**src/rtl/cm_arbiter_pkg.sv**
```systemverilog
// cm_arbiter_pkg: shared FSM encoding, timeout terminal count and one-hot helper
package cm_arbiter_pkg;

    typedef enum logic {IDLE = 1'b0, BUSY = 1'b1} arb_state_t;

    localparam int TMO_W_DEF = 4;

    function automatic int tmo_term(input int w);
        return (1 << w) - 1;
    endfunction

    function automatic logic [2:0] oh2idx(input logic [7:0] oh);
        logic [2:0] idx;
        idx = '0;
        for (int i = 0; i < 8; i++)
            if (oh[i]) idx = 3'(i);
        return idx;
    endfunction

endpackage

```
**src/rtl/cm_arbiter_rr_pick.sv**
```systemverilog
// rr_pick: combinational round-robin picker; first request above last (mod NREQ) wins
module rr_pick #(
    parameter int NREQ = 3,
    parameter int IW   = $clog2(NREQ)
) (
    input  logic [NREQ-1:0] req,
    input  logic [IW-1:0]   last,
    output logic [NREQ-1:0] gnt
);

    int j;

    // scan from farthest to nearest so the nearest candidate overwrites
    always_comb begin
        gnt = '0;
        j = 0;
        for (int i = NREQ; i >= 1; i--) begin
            j = (int'(last) + i) % NREQ;
            if (req[j]) gnt = NREQ'(1) << j;
        end
    end

endmodule

```
**src/rtl/cm_arbiter.sv**
```systemverilog
// cm_arbiter: round-robin owner of the communication-memory WISHBONE port,
// grant held for the whole CYC burst, with an ACK timeout that raises ERR.
module cm_arbiter import cm_arbiter_pkg::*; #(
    parameter int NREQ  = 3,
    parameter int CM_AW = 16,
    parameter int CM_DW = 32,
    parameter int TMO_W = TMO_W_DEF
) (
    input  logic                  CLK_i,
    input  logic                  RST_i,
    input  logic [NREQ-1:0]       M_CYC_i,
    input  logic [NREQ-1:0]       M_STB_i,
    input  logic [NREQ-1:0]       M_WE_i,
    input  logic [2*NREQ-1:0]     M_SEL_i,
    input  logic [NREQ*CM_AW-1:0] M_ADR_i,
    input  logic [NREQ*CM_DW-1:0] M_DAT_i,
    output logic [CM_DW-1:0]      M_DAT_o,
    output logic [NREQ-1:0]       M_ACK_o,
    output logic [NREQ-1:0]       M_ERR_o,
    output logic [CM_DW-1:0]      CM_DAT_o,
    output logic                  CM_SEL0_o,
    output logic                  CM_SEL1_o,
    output logic                  CM_WE_o,
    output logic                  CM_STB_o,
    output logic [CM_AW-1:0]      CM_ADR_o,
    input  logic [CM_DW-1:0]      CM_DAT_i,
    input  logic                  CM_ACK_i,
    output logic [NREQ-1:0]       gnt_o,
    output logic                  tmo_o
);

    localparam int IW = $clog2(NREQ);
    localparam logic [TMO_W-1:0] TMO_HIT = TMO_W'(tmo_term(TMO_W) - 1);

    arb_state_t       state, state_n;
    logic [NREQ-1:0]  gnt_n, pick;
    logic [IW-1:0]    last, last_n;
    logic [TMO_W-1:0] cnt;
    logic             stb_raw;

    rr_pick #(.NREQ(NREQ), .IW(IW)) u_pick (.req(M_CYC_i), .last(last), .gnt(pick));

    always_comb begin
        state_n = state;
        gnt_n   = gnt_o;
        last_n  = last;
        if (state == IDLE && |M_CYC_i) begin
            state_n = BUSY;
            gnt_n   = pick;
            last_n  = IW'(oh2idx(8'(pick)));
        end else if (state == BUSY && !(|(M_CYC_i & gnt_o))) begin
            state_n = IDLE;
            gnt_n   = '0;
        end
    end

    // AND-OR mux on the one-hot grant: everything is zero while no grant is held
    always_comb begin
        CM_ADR_o  = '0;
        CM_DAT_o  = '0;
        CM_WE_o   = 1'b0;
        CM_SEL0_o = 1'b0;
        CM_SEL1_o = 1'b0;
        stb_raw   = 1'b0;
        for (int k = 0; k < NREQ; k++)
            if (gnt_o[k]) begin
                CM_ADR_o  = M_ADR_i[k*CM_AW +: CM_AW];
                CM_DAT_o  = M_DAT_i[k*CM_DW +: CM_DW];
                CM_WE_o   = M_WE_i[k];
                CM_SEL0_o = M_SEL_i[2*k];
                CM_SEL1_o = M_SEL_i[2*k+1];
                stb_raw   = M_STB_i[k] & M_CYC_i[k];
            end
    end

    assign CM_STB_o = stb_raw & ~tmo_o;
    assign M_ACK_o  = gnt_o & {NREQ{CM_ACK_i & CM_STB_o}};
    assign M_ERR_o  = gnt_o & {NREQ{tmo_o}};
    assign M_DAT_o  = RST_i ? CM_DAT_i : '0;

    always_ff @(posedge CLK_i or negedge RST_i) begin
        if (!RST_i) begin
            state <= IDLE;
            gnt_o <= '0;
            last  <= IW'(NREQ - 1);
            cnt   <= '0;
            tmo_o <= 1'b0;
        end else begin
            state <= state_n;
            gnt_o <= gnt_n;
            last  <= last_n;
            cnt   <= (!CM_STB_o || CM_ACK_i || cnt == TMO_HIT) ? '0 : cnt + 1'b1;
            tmo_o <= CM_STB_o && !CM_ACK_i && cnt == TMO_HIT;
        end
    end

endmodule

```
**config.mk**
```make
export PLATFORM = sky130hd
export DESIGN_NAME = cm_arbiter
export DESIGN_NICKNAME = d
export VERILOG_FILES = /design/src/rtl/cm_arbiter_pkg.sv /design/src/rtl/cm_arbiter_rr_pick.sv /design/src/rtl/cm_arbiter.sv
export SDC_FILE = /design/constraint.sdc
export NUM_CORES = 1
export LEC_CHECK = 0
export ABC_AREA = 1
export CAP_MARGIN = 20
export CORE_AREA = 8 8 105 107
export CTS_CLUSTER_SIZE = 14
export DETAILED_ROUTE_END_ITERATION = 10
export DIE_AREA = 0 0 113 115
export GPL_TIMING_DRIVEN = 0
export HOLD_SLACK_MARGIN = 0.1
export PLACE_DENSITY = 0.78
export SLEW_MARGIN = 20
export SYNTH_ARGS = -nofsm -noshare
export SYNTH_HDL_FRONTEND = slang
export SYNTH_HIERARCHICAL = 1
export SYNTH_SLANG_ARGS = --single-unit
```
**constraint.sdc**
```tcl
create_clock -name CLK_i -period 2.8 [get_ports CLK_i]
set_clock_uncertainty 0.2 [all_clocks]
set_input_delay 0.28 -clock CLK_i [delete_from_list [all_inputs] [get_ports CLK_i]]
set_output_delay 0.28 -clock CLK_i [all_outputs]
set_load 0.05 [all_outputs]
```
==> results, run 1 <==
- The flow ran to the end, and the final reports show no timing, DRC or antenna violations.
- The area of the core region is 9459 sq um.
- The post-layout instance area is 5200 sq um.
- The post-layout minimum cycle time is 2.643 ns.
- At the end of routability-driven placement, the weighted congestion stood at 0.9451.
- The synthesized area is 2067 sq um.
- Leaving out fill and tap cells, the most frequent cells in the layout are 230 x sky130_fd_sc_hd__clkdlybuf4s50_1, 114 x sky130_fd_sc_hd__nand2_1, 52 x sky130_fd_sc_hd__o21ai_1, 52 x sky130_fd_sc_hd__inv_1, 51 x sky130_fd_sc_hd__a22oi_1.
- Leaving out fill and tap cells, the most frequent cell in the layout is sky130_fd_sc_hd__clkdlybuf4s50_1.
- The number of cells produced by synthesis is 360.
- Setup violations remaining at the end of the flow were counted as 0.
- The slew of the pin with the lowest slew margin is 0.6047 ns.
- In this run, synthesis produced a sequential element count of 11.
- The type of origin of the critical path is a primary input.
- The instance area at placement is 5082 sq um.
- The core occupancy in the finished layout is 54.97%.
- The largest net degree at the start of global routing is 11.
- The critical setup path kind is in2out.
- The wire length of the first global-routing pass is 20800 microns.
- The number of iterations in the first detailed-routing pass is 4.
- The post-route antenna net violation count is 0.
- At the worst endpoint, the arrival time is 2.16 ns.
- The CTS tree is yes.
- Max-cap violations in this run came to 0.
- Buffers inserted during clock tree synthesis total 3.
- For the worst-skew pair, the clock arrives at the later sink with an insertion delay of 0.24 ns.
- Global routing consumed, over all layers together, 20.39% of the routing resources.
- The startpoint identified for the worst register-to-register timing path is last[1].
- Counting cells, the worst reg-to-reg path comes to 7.
- The count of final max-slew check failures was 0.
- The cell depth of the worst hold path is 1.
- The routed wire length per instance is 18.71 microns.
- After detailed routing, the number of remaining DRC violations is 0.
- The I/O pin count is 288.
- The number of failing hold endpoints at the final stage is 0.
- Once the floorplan was initialized, standard cells occupied 21.85% of the core.
- The floorplan has 36 rows.
- Dividing the detail-routed via count by the number of cells gives 4.733.
- The worst path required time is 2.32 ns.
- The class of the worst hold path is reg2reg.
- At the end of the flow, the number of nets in the layout was 854.
- The total power divided by cell area is 773.1 nW/um^2.
- Setup repair after global routing left no endpoint under its margin.
- From synthesis to final layout, the design area changed by 151.6%.
- The CTS sink count is 11.
- The nature of the critical path endpoint is a primary output.
- The initial DRC count is 259.
- The post-CTS setup repair buffer count is 0.
- In this run the number of H-tree levels came out at 1.
- Counting along the longest clock path gives a buffer depth of 2.
- Synthesis produced a netlist with a net count of 560.
- The last element of the critical path is M_ACK_o[1].
- In this run the vertical extent of the chip is 115 microns.
- Detailed placement ended at an HPWL of 12380 microns.
- Of all nets on the critical path, the largest fanout is 7.
- The slack of the worst reg-to-reg path is 0.86 ns.
- In this run the tightest slew margin relative to its limit is 59.62%.
- Wires add up to 14350 microns.
- 0 antenna diodes ended up in the layout.
- CTS placed an instance of sky130_fd_sc_hd__clkbuf_8 at the clock tree root.
- The analysis attributes to cell leakage a power of 2.766 nW.
- The number of antenna violations at the first check in global routing was 0.
- The worst vdd rail ir drop is 0.3441 mV.
- The final period utilization is 94.41%.
- The proportion of layout cells with a drive suffix above 1 is 5.054%.
- The clock-pin slew on the worst setup and hold paths is 0.05 ns.
- The count of synthesis-stage warnings from yosys is 6.
- The via count of the first global-routing pass is 3842.
- The maximum frequency from static timing analysis is 0.3783 GHz.
- The count of buffers added on input and output ports is 287.
- The count of vias placed by the detailed router is 3630.
- The die width is 113 microns.
- The remaining global-route overflow is 0.
- The worst reg2reg path endpoint is gnt_o[2].
- The sequential element share of the synthesized area is 13.38%.
- In this run the mean area of a mapped cell was 5.742 sq um.
- The floorplan step defined a die boundary enclosing 13000 sq um.
- The number of different library cells used by synthesis comes to 30.
- The startpoint of the most critical setup path is M_CYC_i[0].
- Power comes to 4.020 mW.
## through the flow
step / worst slack [ns] / cells / hold WS (ns) / setup TNS (ns)
floorplan: 0.1060 / 360 / -0.2156 / 0
detailed placement: -0.4193 / 761 / 0.2853 / -9.218
global placement: -0.3628 / 761 / 0.2677 / -7.087
CTS: 0.002920 / 767 / 0.2915 / 0
finish: 0.1565 / 767 / 0.2919 / 0
global route: 0.01665 / 767 / 0.3070 / 0
## Yosys cell counts (all sizes together)
cell type	n	area share [%]
xnor2	1	0.42
ha	6	3.6
inv	56	10
clkbuf	12	2.2
o31ai	1	0.61
buf	14	5.1
nand4	1	0.30
nand3	15	4.7
o31a	1	0.42
nor2	9	1.6
o21ai	58	14
dfstp	1	1.3
dfrtp	10	12
nor3	1	0.24
xor2	1	0.42
nand2	116	22
a21boi	1	0.36
a22oi	51	19
a21oi	5	2.1
## state kept, by name (all words and copies together) (netlist names)
| name | flops |
|---|---|
| cnt | 4 |
| gnt_o | 3 |
| last | 2 |
| state | 1 |
| tmo_o | 1 |
## what timing repair did
action                                  4_1_cts  5_1_grt
endpoints found under the hold margin        10        0
endpoints found under the setup margin       55       35
hold buffers                                  2        0
gates resized for setup                      26       36
## power breakdown
part | switching (mW) | total (mW) | internal (mW)
clock network | 0.0579 | 0.158 | 0.0999
logic | 2.43 | 3.63 | 1.19
registers | 0.0305 | 0.236 | 0.206
total | 2.52 | 4.02 | 1.50
## layout make-up
| class | instances | area (sq um) |
|---|---|---|
| buffer | 26 | 151.4 |
| timing repair buffer | 289 | 2945 |
| clock buffer | 4 | 45.04 |
| tap | 114 | 142.6 |
| inverter | 56 | 212.7 |
| fill | 863 | 4259 |
| sequential | 11 | 276.5 |
| multi-input combinational | 267 | 1426 |
## metal layers
metal | track usage [%] | vias up | share of wire (%)
li1 | - | 1776 | -
met4 | 4.263 | 0 | 1.5
met3 | 6.145 | 22 | 8.6
met5 | 0 | - | 0
met2 | 38.41 | 219 | 51
met1 | 21.96 | 1613 | 39
## how the worst min path moves through the flow
stage	from	end
after floorplan	RST_i	cnt[0]
after global placement	cnt[0]	cnt[0]
after detailed placement	cnt[0]	cnt[0]
after CTS	cnt[0]	cnt[0]
after global routing	cnt[0]	cnt[0]
final	cnt[0]	cnt[0]
## kinds of logic (layout without fill, tap and decap cells)
kind of cell    after synthesis  in the layout  share of synthesized area [%]
compound gates              117            117                          36.08
xor+xnor                      2              2                         0.8476
fa+ha+maj                     6              6                          3.632
buf+inv                      82            375                          17.61
flops                        11             11                          13.38
simple gates                142            142                          28.45
## critical path, cell delays in order
cell and delay [ns]:
sky130_fd_sc_hd__clkdlybuf4s50_1 0.69, sky130_fd_sc_hd__nand3_1 0.12, sky130_fd_sc_hd__nand2_1 0.08, sky130_fd_sc_hd__nand3_2 0.10, sky130_fd_sc_hd__a21oi_4 0.17, sky130_fd_sc_hd__nand2_1 0.10
sky130_fd_sc_hd__nor2_1 0.11, sky130_fd_sc_hd__clkdlybuf4s15_1 0.51
(Power assumes the default switching activity.)
==> inputs of run 2 (changes only) <==
Settings changed: CAP_MARGIN 20 to 25.
==> results of run 2 <==
The final DEF is identical to that of run 1; final timing and power are the same.
